### src/rtl/add_serial_pkg.sv
// Shared types for the round-robin bit-serial adder scheduler.
package add_serial_pkg;

  typedef enum logic [1:0] {
    IDLE = 2'd0,
    ADD  = 2'd1,
    DONE = 2'd2
  } state_e;

  // Index width for n items, never narrower than one bit.
  function automatic int unsigned idx_width(input int unsigned n);
    return (n > 1) ? $clog2(n) : 1;
  endfunction

endpackage

### src/rtl/add_serial_core.sv
// Bit-serial adder datapath: operand shift registers, carry flop and LSB-first sum shifter.
// sum_o/carry_o give the sum word and carry as they will stand after the current step.
module add_serial_core
  import add_serial_pkg::*;
#(
  parameter int unsigned WIDTH = 8
) (
  input  logic             clk_i,
  input  logic             rst_i,
  input  logic             load_i,
  input  logic             step_i,
  input  logic [WIDTH-1:0] a_i,
  input  logic [WIDTH-1:0] b_i,
  output logic [WIDTH-1:0] sum_o,
  output logic             carry_o
);

  logic [WIDTH-1:0] a_q, b_q, out_q;
  logic             carry_q;
  logic             bit_sum;

  always_comb begin
    bit_sum = a_q[0] ^ b_q[0] ^ carry_q;
    sum_o   = {bit_sum, out_q[WIDTH-1:1]};
    carry_o = (a_q[0] & b_q[0]) | (a_q[0] & carry_q) | (b_q[0] & carry_q);
  end

  always_ff @(posedge clk_i) begin
    if (rst_i) begin
      a_q     <= '0;
      b_q     <= '0;
      out_q   <= '0;
      carry_q <= 1'b0;
    end else if (load_i) begin
      a_q     <= a_i;
      b_q     <= b_i;
      out_q   <= '0;
      carry_q <= 1'b0;
    end else if (step_i) begin
      a_q     <= a_q >> 1;
      b_q     <= b_q >> 1;
      out_q   <= sum_o;
      carry_q <= carry_o;
    end
  end

endmodule

### src/rtl/add_serial_sched.sv
// Round-robin scheduler sharing one bit-serial adder among NREQ requesters.
// Define ADD_SERIAL_SCHED_SAT_EN to saturate rsp_sum to all-ones on carry-out.
module add_serial_sched
  import add_serial_pkg::*;
#(
  parameter int unsigned NREQ  = 4,
  parameter int unsigned WIDTH = 8
) (
  input  logic                    clk,
  input  logic                    rst,
  input  logic [NREQ-1:0]         req,
  input  logic [NREQ*WIDTH-1:0]   req_a,
  input  logic [NREQ*WIDTH-1:0]   req_b,
  output logic [NREQ-1:0]         gnt,
  output logic                    rsp_valid,
  input  logic                    rsp_ready,
  output logic [$clog2(NREQ)-1:0] rsp_id,
  output logic [WIDTH-1:0]        rsp_sum,
  output logic                    rsp_carry,
  output logic                    busy
);

  localparam int unsigned IdW  = idx_width(NREQ);
  localparam int unsigned CntW = idx_width(WIDTH);

  state_e           state_q;
  logic [IdW-1:0]   last_q, cur_id_q, rsp_id_q, sel_id;
  logic [CntW-1:0]  count_q;
  logic             rsp_valid_q, rsp_carry_q, busy_q;
  logic [WIDTH-1:0] rsp_sum_q;
  logic             any_req, core_load, core_step, core_carry;
  logic [WIDTH-1:0] core_sum, sel_a, sel_b;
  int unsigned      idx;

  // Search starts one past the last winner so every requester gets a turn.
  always_comb begin
    any_req = 1'b0;
    sel_id  = '0;
    idx     = 0;
    for (int unsigned k = 0; k < NREQ; k++) begin
      idx = (32'(last_q) + 32'd1 + k) % NREQ;
      if (!any_req && req[idx[IdW-1:0]]) begin
        any_req = 1'b1;
        sel_id  = idx[IdW-1:0];
      end
    end
  end

  always_comb begin
    gnt       = '0;
    core_load = (state_q == IDLE) && any_req;
    core_step = (state_q == ADD);
    sel_a     = req_a[sel_id*WIDTH +: WIDTH];
    sel_b     = req_b[sel_id*WIDTH +: WIDTH];
    if (core_load) gnt[sel_id] = 1'b1;
  end

  add_serial_core #(
    .WIDTH(WIDTH)
  ) u_core (
    .clk_i  (clk),
    .rst_i  (rst),
    .load_i (core_load),
    .step_i (core_step),
    .a_i    (sel_a),
    .b_i    (sel_b),
    .sum_o  (core_sum),
    .carry_o(core_carry)
  );

  always_ff @(posedge clk) begin
    if (rst) begin
      state_q     <= IDLE;
      last_q      <= IdW'(NREQ - 1);
      cur_id_q    <= '0;
      count_q     <= '0;
      rsp_valid_q <= 1'b0;
      rsp_id_q    <= '0;
      rsp_sum_q   <= '0;
      rsp_carry_q <= 1'b0;
      busy_q      <= 1'b0;
    end else begin
      case (state_q)
        IDLE: begin
          if (any_req) begin
            state_q  <= ADD;
            last_q   <= sel_id;
            cur_id_q <= sel_id;
            count_q  <= '0;
            busy_q   <= 1'b1;
          end
        end
        ADD: begin
          if (count_q == CntW'(WIDTH - 1)) begin
            state_q     <= DONE;
            rsp_valid_q <= 1'b1;
            rsp_id_q    <= cur_id_q;
            rsp_carry_q <= core_carry;
`ifdef ADD_SERIAL_SCHED_SAT_EN
            rsp_sum_q   <= core_carry ? '1 : core_sum;
`else
            rsp_sum_q   <= core_sum;
`endif
          end else begin
            count_q <= count_q + 1'b1;
          end
        end
        DONE: begin
          if (rsp_ready) begin
            state_q     <= IDLE;
            rsp_valid_q <= 1'b0;
            busy_q      <= 1'b0;
          end
        end
        default: begin
          state_q     <= IDLE;
          rsp_valid_q <= 1'b0;
          busy_q      <= 1'b0;
        end
      endcase
    end
  end

  assign rsp_valid = rsp_valid_q;
  assign rsp_id    = rsp_id_q;
  assign rsp_sum   = rsp_sum_q;
  assign rsp_carry = rsp_carry_q;
  assign busy      = busy_q;

endmodule

### config.mk
export PLATFORM = sky130hd
export DESIGN_NAME = add_serial_sched
export DESIGN_NICKNAME = d
export VERILOG_FILES = /design/src/rtl/add_serial_pkg.sv /design/src/rtl/add_serial_core.sv /design/src/rtl/add_serial_sched.sv
export SDC_FILE = /design/constraint.sdc
export NUM_CORES = 1
export LEC_CHECK = 0
export CAP_MARGIN = 20
export CORE_MARGIN = 4
export CORE_UTILIZATION = 45
export CTS_CLUSTER_DIAMETER = 80
export DETAILED_ROUTE_END_ITERATION = 8
export PLACE_DENSITY = 0.79
export SLEW_MARGIN = 5
export SYNTH_ARGS = -nofsm -noshare
export SYNTH_HDL_FRONTEND = slang
export SYNTH_SLANG_ARGS = --single-unit
### constraint.sdc
create_clock -name clk -period 2.5 [get_ports clk]
set_clock_uncertainty 0.2 [all_clocks]
set_input_delay 0.625 -clock clk [delete_from_list [all_inputs] [get_ports clk]]
set_output_delay 0.625 -clock clk [all_outputs]
set_load 0.02 [all_outputs]
==> results of run 1 <==
-- through the flow --
| stage | setup slack [ns] | utilization, % | area, sq um | cells | setup TNS, ns |
|---|---|---|---|---|---|
| after floorplan | -0.0266 | - | 2640 | 329 | -0.0266 |
| after global placement | -0.942 | 66.5 | 3710 | 491 | -11.38 |
| after detailed placement | -0.971 | 66.5 | 3710 | 491 | -13.70 |
| after CTS | 0.00452 | 69.2 | 3850 | 500 | 0 |
| after global routing | -0.0131 | 69.5 | 3870 | 500 | -0.0204 |
| final | 0.0347 | 69.5 | 3870 | 500 | 0 |
-- synth_stat cells (all sizes together), types with 4 or more instances --
master / count
nand2: 51
dfxtp: 46
a21oi: 32
a31oi: 22
inv: 19
nand3: 18
o21ai: 18
clkbuf: 17
and4: 14
nor2: 13
buf: 10
mux2i: 6
nand2b: 6
a211oi: 4
a22oi: 4
a311oi: 4
a41oi: 4
nor3: 4
o221ai: 4
-- cell families after synthesis --
| logic type | synth area share (%) |
|---|---|
| and+or+nand+nor | 24.1 |
| AOI/OAI and AO/OA | 27.2 |
| buffers and inverters | 7.67 |
| DFF | 35.3 |
| muxes | 4.03 |
| adders and majority gates | 1.73 |
-- how the worst max path moves through the flow --
stage | from | endpoint | slack [ns] | cells after the start
global placement | req[1] | gnt[1] | -0.94 | 5
finish | req[2] | gnt[1] | 0.03 | 5
detailed placement | req[1] | gnt[1] | -0.97 | 5
global route | last_q[0] | gnt[0] | -0.01 | 5
floorplan | req[3] | gnt[0] | -0.03 | 5
CTS | last_q[0] | gnt[1] | 0.005 | 4
-- repair_timing --
item                                    CTS  global route
pin swaps                                 5             1
resized for setup                        52             7
buffers inserted                          1             0
endpoints found under the setup margin   19             9
-- cell type report --
| cell class | count | share of cell area [%] |
|---|---|---|
| well taps | 72 | 2.33 |
| inverters | 19 | 1.84 |
| repair buffers | 118 | 28.9 |
| multi-input cells | 237 | 40.7 |
| flip-flops and latches | 46 | 23.8 |
| clock inverters | 2 | 0.323 |
| clock buffers | 6 | 2.13 |
-- state kept, by name (all words and copies together), names as in the netlist --
register	cells
rsp_sum	8
u_core.a_q	8
u_core.b_q	8
u_core.out_q	7
count_q	3
cur_id_q	2
last_q	2
rsp_id	2
state_q	2
busy	1
rsp_carry	1
rsp_valid	1
u_core.carry_q	1
-- layer usage --
| layer | GRT usage, % | up-vias | part of all wire [%] | wire, microns |
|---|---|---|---|---|
| met5 | 0 | - | 0 | 0 |
| met2 | 34.8 | 109 | 48 | 3500 |
| met3 | 6.38 | 5 | 8.6 | 622 |
| li1 | - | 1390 | - | - |
| met4 | 4.82 | 0 | 0.84 | 61 |
| met1 | 26.3 | 1209 | 42 | 3060 |
-- power groups by stage --
stage	logic (uW)	clock network, uW	registers [uW]
after floorplan	345	0	822
after CTS	604	479	817
after global routing	658	520	825
final	606	467	819
after global placement	577	0	832
after detailed placement	585	0	832
-- worst min-delay path: cells and delay by family (launching register included) --
family          cells  cell delay, ns
compound gates      1            0.05
flops               1            0.31
simple gates        1            0.05
==> impl_metrics.yaml, run 1 <==
finish:
  layout_commonest_cell: "clkdlybuf4s50_1"
  ff_latch_area_sq_um: 923
  area.growth.synth_to_final_pct: 48.5
  drive_gt1_share_pct: 17.3
  num_antenna_cells: 0
  layout_common_cells: "79 x clkdlybuf4s50_1, 51 x nand2_1, 44 x dfxtp_1, 33 x buf_4, 32 x a21oi_1"
  multiInputGateArea_sq_um: 1580
  fillers: 431
  nets: 501
clock_tree:
  numCtsBuffers: 5
  clock_latency_ns: 0.30
  clockBufferDepth: 2
  holdBufCountCts: 0
  cts_tree: "built"
  htreeDepth: 2
  clk_pin_slew_ns: 0.08
  root_buffer: "clkbuf_8"
  cts.sinks: 46
global_routing:
  antenna_found_initial: 0
  grt_pass1_wl_microns: 12000
  grt_pass1_vias: 2612
  groute.usage.overall_pct: 20.8
  grt_overflow: 0
  grt_max_degree: 34
power:
  switchingPower_uw: 558
  power_switching_share_pct: 29.5
  power_frac_comb_pct: 32.0
  powerDensity_nw_per_um2: 488
  p_total_uw: 1890
  p_seq_share_pct: 43.3
  ir_drop_mv: 0.337
  internal-power_uw: 1330
  p_leak_uw: 0.00148
  clock_power_share_pct: 24.7
logic_synthesis:
  ys_top_cells_by_area: "dfxtp_1 35%, nand2_1 7.3%, a21oi_1 6.1%"
  synth-async-reset-ratio_pct: 0
  synth.avg_cell_area_sq_um: 7.93
  syn_nets: 403
  netlist_instances: 329
  ys_seq_area_share_pct: 35.3
  synth-seq-cells: 46
  synth_ff_type: "dfxtp_1"
  synth_edf_count: 0
  synth_top_area_cell: "dfxtp_1"
  synth.top_cell.area_share_pct: 35.3
  yosysWarningCount: 0
  synth_area_sq_um: 2610
  synth.distinct_cells: 45
detailed_routing:
  dr.first_iter.drc_count: 121
  ant_nets: 0
  wl_microns: 7240
  drc: 0
  avgViaCountPerCell: 5.43
  num_vias: 2713
  wl_per_cell_microns: 14.5
  firstDrtPassIters: 5
worst_setup_path:
  critPathKind: "input port to primary output"
  worstSetupEndpointType: "primary output"
  start_kind: "input port"
  crit_chain: "buf_4 -> nor4_4 -> or3_4 -> a311oi_4 -> buf_6"
  critPathTopFamily: "simple AND/OR/NAND/NOR gates"
  reg2reg_depth: 7
  crit_arrival_ns: 1.64
  slowest_stage: "or3_4"
  worstPathMaxFanout: 4
  r2r_start: "last_q[0]"
  critical_path_required_ns: 1.67
  r2r_slack_ns: 0.16
  slowest_delay_ns: 0.35
  r2r_end: "u_core.b_q[4]"
  cp.buffers_inverters: 2
timing:
  slew_violations: 0
  finalCriticalPeriod_ns: 2.47
  hold-worst-slack_ns: 0.256
  rsz0062_at_grt: "yes"
  slew_headroom_pct: 60.8
  max_freq_mhz: 406
  finalCritPeriodShare_pct: 98.6
  hold_viol: 0
  setup_violations: 0
  worst_pin_slew_ns: 0.588
floorplanning:
  die_width_microns: 84.1
  num_io_pins: 88
  initial_utilization_pct: 46.8
  die_h_microns: 84.1
  rows: 27
  dieArea_sq_um: 7080
  core_sq_um: 5570
run:
  maxCapViolCount: 0
place:
  numPortBuffers: 87
  dp_hpwl_microns: 5620
  place_congestion: 0.782
worst_hold_path:
  whs_path_depth: 2
  min_path_type: "register to register"
  hold_end: "rsp_id[1]"
  min_from: "rsp_id[1]"
outcome:
  status: "complete, no violations"
No activity file was read; power rests on OpenSTA's default activity.
==> inputs of run 2 (changes only) <==
--- a/config.mk
+++ b/config.mk
@@ -6,11 +6,13 @@
 export NUM_CORES = 1
 export LEC_CHECK = 0
 export CAP_MARGIN = 20
+export CELL_PAD_IN_SITES_DETAIL_PLACEMENT = 0
+export CELL_PAD_IN_SITES_GLOBAL_PLACEMENT = 1
 export CORE_MARGIN = 4
-export CORE_UTILIZATION = 45
+export CORE_UTILIZATION = 33
 export CTS_CLUSTER_DIAMETER = 80
 export DETAILED_ROUTE_END_ITERATION = 8
-export PLACE_DENSITY = 0.79
+export PLACE_DENSITY_LB_ADDON = 0.1
 export SLEW_MARGIN = 5
 export SYNTH_ARGS = -nofsm -noshare
 export SYNTH_HDL_FRONTEND = slang
==> impl_metrics.yaml, run 2 (same netlist as run 1, synthesis figures left out) <==
clock_tree:
  numCtsBuffers: 5
  cts.sinks: 46
  root_buffer: "clkbuf_8"
  htreeDepth: 2
  clockBufferDepth: 2
  holdBufCountCts: 0
  cts_tree: "built"
  clk_pin_slew_ns: 0.08
  clock_latency_ns: 0.29
worst_setup_path:
  r2r_start: "last_q[0]"
  crit_arrival_ns: 1.70
  worstSetupEndpointType: "primary output"
  critical_path_required_ns: 1.67
  crit_chain: "buf_8 -> buf_6 -> o21ai_4 -> o221ai_4 -> nor3_4 -> and2_4 -> buf_6"
  start_kind: "input port"
  critPathKind: "input port to primary output"
  slowest_delay_ns: 0.21
  r2r_end: "u_core.a_q[1]"
  slowest_stage: "nor3_4"
  critPathMostFrequentCell: "buf_6"
  reg2reg_depth: 6
  worstPathMaxFanout: 4
  r2r_slack_ns: 0.15
timing:
  finalCritPeriodShare_pct: 101
  rsz0062_at_grt: "yes"
  hold-worst-slack_ns: 0.256
  worst_pin_slew_ns: 0.577
  finalCriticalPeriod_ns: 2.53
  slew_headroom_pct: 61.5
  setup_tns_ns: -0.0496
  fin_ws_ns: -0.0289
  hold_viol: 0
  max_freq_mhz: 395
  slew_violations: 0
  setup_violations: 2
global_routing:
  grt_pass1_wl_microns: 12700
  groute.usage.overall_pct: 16.3
  grt_max_degree: 34
  grt_overflow: 0
  antenna_found_initial: 0
  grt_pass1_vias: 2657
detailed_routing:
  dr.first_iter.drc_count: 117
  avgViaCountPerCell: 5.07
  wl_microns: 7740
  num_vias: 2710
  ant_nets: 0
  firstDrtPassIters: 4
  drc: 0
  wl_per_cell_microns: 14.5
finish:
  drive_gt1_share_pct: 17.6
  fillers: 790
  ff_latch_area_sq_um: 922
  num_antenna_cells: 0
  layout_common_cells: "79 x clkdlybuf4s50_1, 51 x nand2_1, 45 x dfxtp_1, 33 x buf_4, 32 x a21oi_1"
  fin_cells: 535
  area.growth.synth_to_final_pct: 51.6
  layout_commonest_cell: "clkdlybuf4s50_1"
  nets: 507
  multiInputGateArea_sq_um: 1560
worst_hold_path:
  hold_end: "rsp_id[1]"
  min_from: "cur_id_q[1]"
  min_path_type: "register to register"
  whs_path_depth: 2
floorplanning:
  dieArea_sq_um: 9390
  core_sq_um: 7690
  initial_utilization_pct: 33.9
  rows: 32
  die_width_microns: 96.9
  num_io_pins: 88
  die_h_microns: 96.9
outcome:
  status: "complete, but fails checks"
  violations: "setup timing"
place:
  pre_cts_ws_ns: -0.981
  place_congestion: 0.833
  numPortBuffers: 87
  dp_hpwl_microns: 6140
  place_inst: 527
power:
  p_leak_uw: 0.00150
  p_total_uw: 1890
  ir_drop_mv: 0.203
  powerDensity_nw_per_um2: 477
run:
  maxCapViolCount: 0
-- run 2: worst max path at each step --
stage / start / endpoint / slack [ns] / depth (start not counted)
global route: req[0] / gnt[3] / -0.07 / 7
CTS: req[0] / gnt[2] / -0.02 / 7
detailed placement: req[1] / gnt[3] / -0.98 / 7
global placement: req[1] / gnt[1] / -0.91 / 5
floorplan: req[3] / gnt[0] / -0.03 / 5
finish: req[0] / gnt[2] / -0.03 / 7
-- run 2: worst max-delay path, delay by kind of cell --
| family | cells | cell delay [ns] |
|---|---|---|
| buffers and inverters | 3 | 0.33 |
| AO/OA/AOI/OAI | 2 | 0.35 |
| AND/OR/NAND/NOR | 2 | 0.40 |
-- run 2: stage by stage --
| stage | util [%] | instance area [sq um] |
|---|---|---|
| finish | 51.4 | 3960 |
| global route | 51.4 | 3960 |
| CTS | 51.3 | 3940 |
| detailed placement | 49.6 | 3810 |
| global placement | 49.6 | 3810 |
| floorplan | - | 2640 |
-- run 2: power by group --
group	total (uW)	switching, uW	leakage [uW]	internal [uW]
combinational	632	288	0.00109	345
clock	436	244	0.0000373	192
sequential	819	34.6	0.000375	784
-- run 2: layout make-up --
cell class              instances  share of cell area (%)
well taps                     102                    3.23
repair buffers                124                    30.3
clock inverters                 1                   0.190
flip-flops and latches         46                    23.3
inverters                      19                    1.80
clock buffers                   6                    1.83
multi-input cells             237                    39.4
-- run 2: layer usage --
layer	vias up	GRT usage [%]	routed length (microns)
met5	-	0	0
met1	1238	20.8	3520
met4	0	4.00	44
met2	68	28.1	3800
li1	1402	-	-
met3	2	3.46	389
-- run 2: repair_timing --
action,4_1_cts,5_1_grt
cloned,0,0
resized for setup,53,4
setup endpoints to repair,19,5
pin swaps,9,1
setup buffers,1,0
endpoints found under the hold margin,0,0
==> inputs of run 3 (changes only) <==
--- a/config.mk
+++ b/config.mk
@@ -13,7 +13,9 @@
 export CTS_CLUSTER_DIAMETER = 80
 export DETAILED_ROUTE_END_ITERATION = 8
 export PLACE_DENSITY_LB_ADDON = 0.1
+export REMOVE_ABC_BUFFERS = 1
 export SLEW_MARGIN = 5
 export SYNTH_ARGS = -nofsm -noshare
 export SYNTH_HDL_FRONTEND = slang
 export SYNTH_SLANG_ARGS = --single-unit
+export TNS_END_PERCENT = 30
==> impl_metrics.yaml, run 3 (same netlist as run 1, synthesis figures left out) <==
power:
  power_frac_comb_pct: 33.2
  p_leak_uw: 0.00163
  power_switching_share_pct: 28.9
  internal-power_uw: 1460
  clock_power_share_pct: 27.2
  p_seq_share_pct: 39.6
  ir_drop_mv: 0.250
  switchingPower_uw: 594
  powerDensity_nw_per_um2: 495
detailed_routing:
  avgViaCountPerCell: 5.07
  firstDrtPassIters: 5
  dr.first_iter.drc_count: 115
  wl_per_cell_microns: 14.9
  ant_nets: 0
  wl_microns: 8300
  num_vias: 2831
  drc: 0
worst_setup_path:
  start_kind: "input port"
  critPathKind: "input port to primary output"
  worstSetupEndpointType: "primary output"
  crit_arrival_ns: 1.72
  r2r_start: "last_q[0]"
  worstPathMaxFanout: 4
  critPathLaunch: "req[3]"
  critical_path_required_ns: 1.67
clock_tree:
  root_buffer: "clkbuf_8"
  clockBufferDepth: 2
  clock_latency_ns: 0.30
  cts.sinks: 46
  clk_pin_slew_ns: 0.09
  numCtsBuffers: 5
  cts_tree: "built"
  htreeDepth: 2
  holdBufCountCts: 0
timing:
  finalCriticalPeriod_ns: 2.55
  finalCritPeriodShare_pct: 102
  hold_viol: 0
  setup_violations: 3
  max_freq_mhz: 393
  slew_headroom_pct: 60.5
  fin_ws_ns: -0.0477
  worst_pin_slew_ns: 0.593
  rsz0062_at_grt: "yes"
  slew_violations: 0
  setup_tns_ns: -0.0947
  hold-worst-slack_ns: 0.254
place:
  pre_cts_ws_ns: -1.00
  place_inst: 542
  dp_hpwl_microns: 6450
  numPortBuffers: 87
  place_congestion: 0.896
finish:
  area.growth.synth_to_final_pct: 59.5
  ff_latch_area_sq_um: 922
  fin_cells: 558
  multiInputGateArea_sq_um: 1580
  layout_common_cells: "79 x clkdlybuf4s50_1, 54 x buf_4, 51 x nand2_1, 45 x dfxtp_1, 32 x a21oi_1"
  num_antenna_cells: 0
  drive_gt1_share_pct: 22.8
  nets: 529
  layout_commonest_cell: "clkdlybuf4s50_1"
  post-route-util_pct: 54.1
  fillers: 761
outcome:
  violations: "setup timing"
  status: "complete, but fails checks"
run:
  maxCapViolCount: 0
floorplanning:
  rows: 32
  num_io_pins: 88
  die_h_microns: 96.9
  core_sq_um: 7690
  die_width_microns: 96.9
  dieArea_sq_um: 9390
  initial_utilization_pct: 33.9
global_routing:
  grt_max_degree: 31
  grt_pass1_wl_microns: 13700
  grt_overflow: 0
  grt_pass1_vias: 2807
  groute.usage.overall_pct: 17.6
  antenna_found_initial: 0
worst_hold_path:
  min_from: "u_core.out_q[1]"
  min_path_type: "register to register"
-- run 3: worst paths after layout --
path	end	slack [ns]	depth (start not counted)
min reg2reg	rsp_sum[0]	0.25	2
max	gnt[1]	-0.05	6
min	rsp_sum[0]	0.25	2
max reg2reg	u_core.a_q[1]	0.39	7
-- run 3: routing by layer --
metal  wire length, microns  global-route usage [%]
met5                      0                       0
met4                    108                    4.10
met3                    425                    3.89
met2                   4300                    31.9
met1                   3460                    21.0
-- run 3: cell type report --
cell class	count	share of cell area, %
inverter	19	1.71
sequential	46	22.2
multi-input combinational	237	38.1
clock inverter	3	1.05
timing repair buffer	146	32.3
tap	102	3.07
clock buffer	5	1.65
-- run 3: power groups by stage --
stage                     clock network [uW]  registers, uW  logic (uW)
after floorplan                            0            828         290
after global placement                     0            829         628
after detailed placement                   0            830         630
after CTS                                576            814         677
after global routing                     609            820         744
final                                    560            815         684
-- run 3: critical path, stage by stage --
cell      delay (ns)
buf_8           0.10
buf_6           0.10
or2_4           0.23
o221a_4         0.14
a311oi_4        0.35
buf_6           0.17
-- run 3: stage by stage --
step | power (uW) | instance area, sq um
2_1_floorplan | 1120 | 2480
6_report | 2060 | 4160
5_1_grt | 2170 | 4160
3_5_place_dp | 1460 | 3880
3_3_place_gp | 1460 | 3880
4_1_cts | 2070 | 4130
-- run 3: what timing repair did --
action / in CTS / in global routing
gates resized for setup: 62 / 3
setup endpoints to repair: 12 / 4
pin swaps: 9 / 4
gates cloned: 0 / 0
buffers inserted: 6 / 2
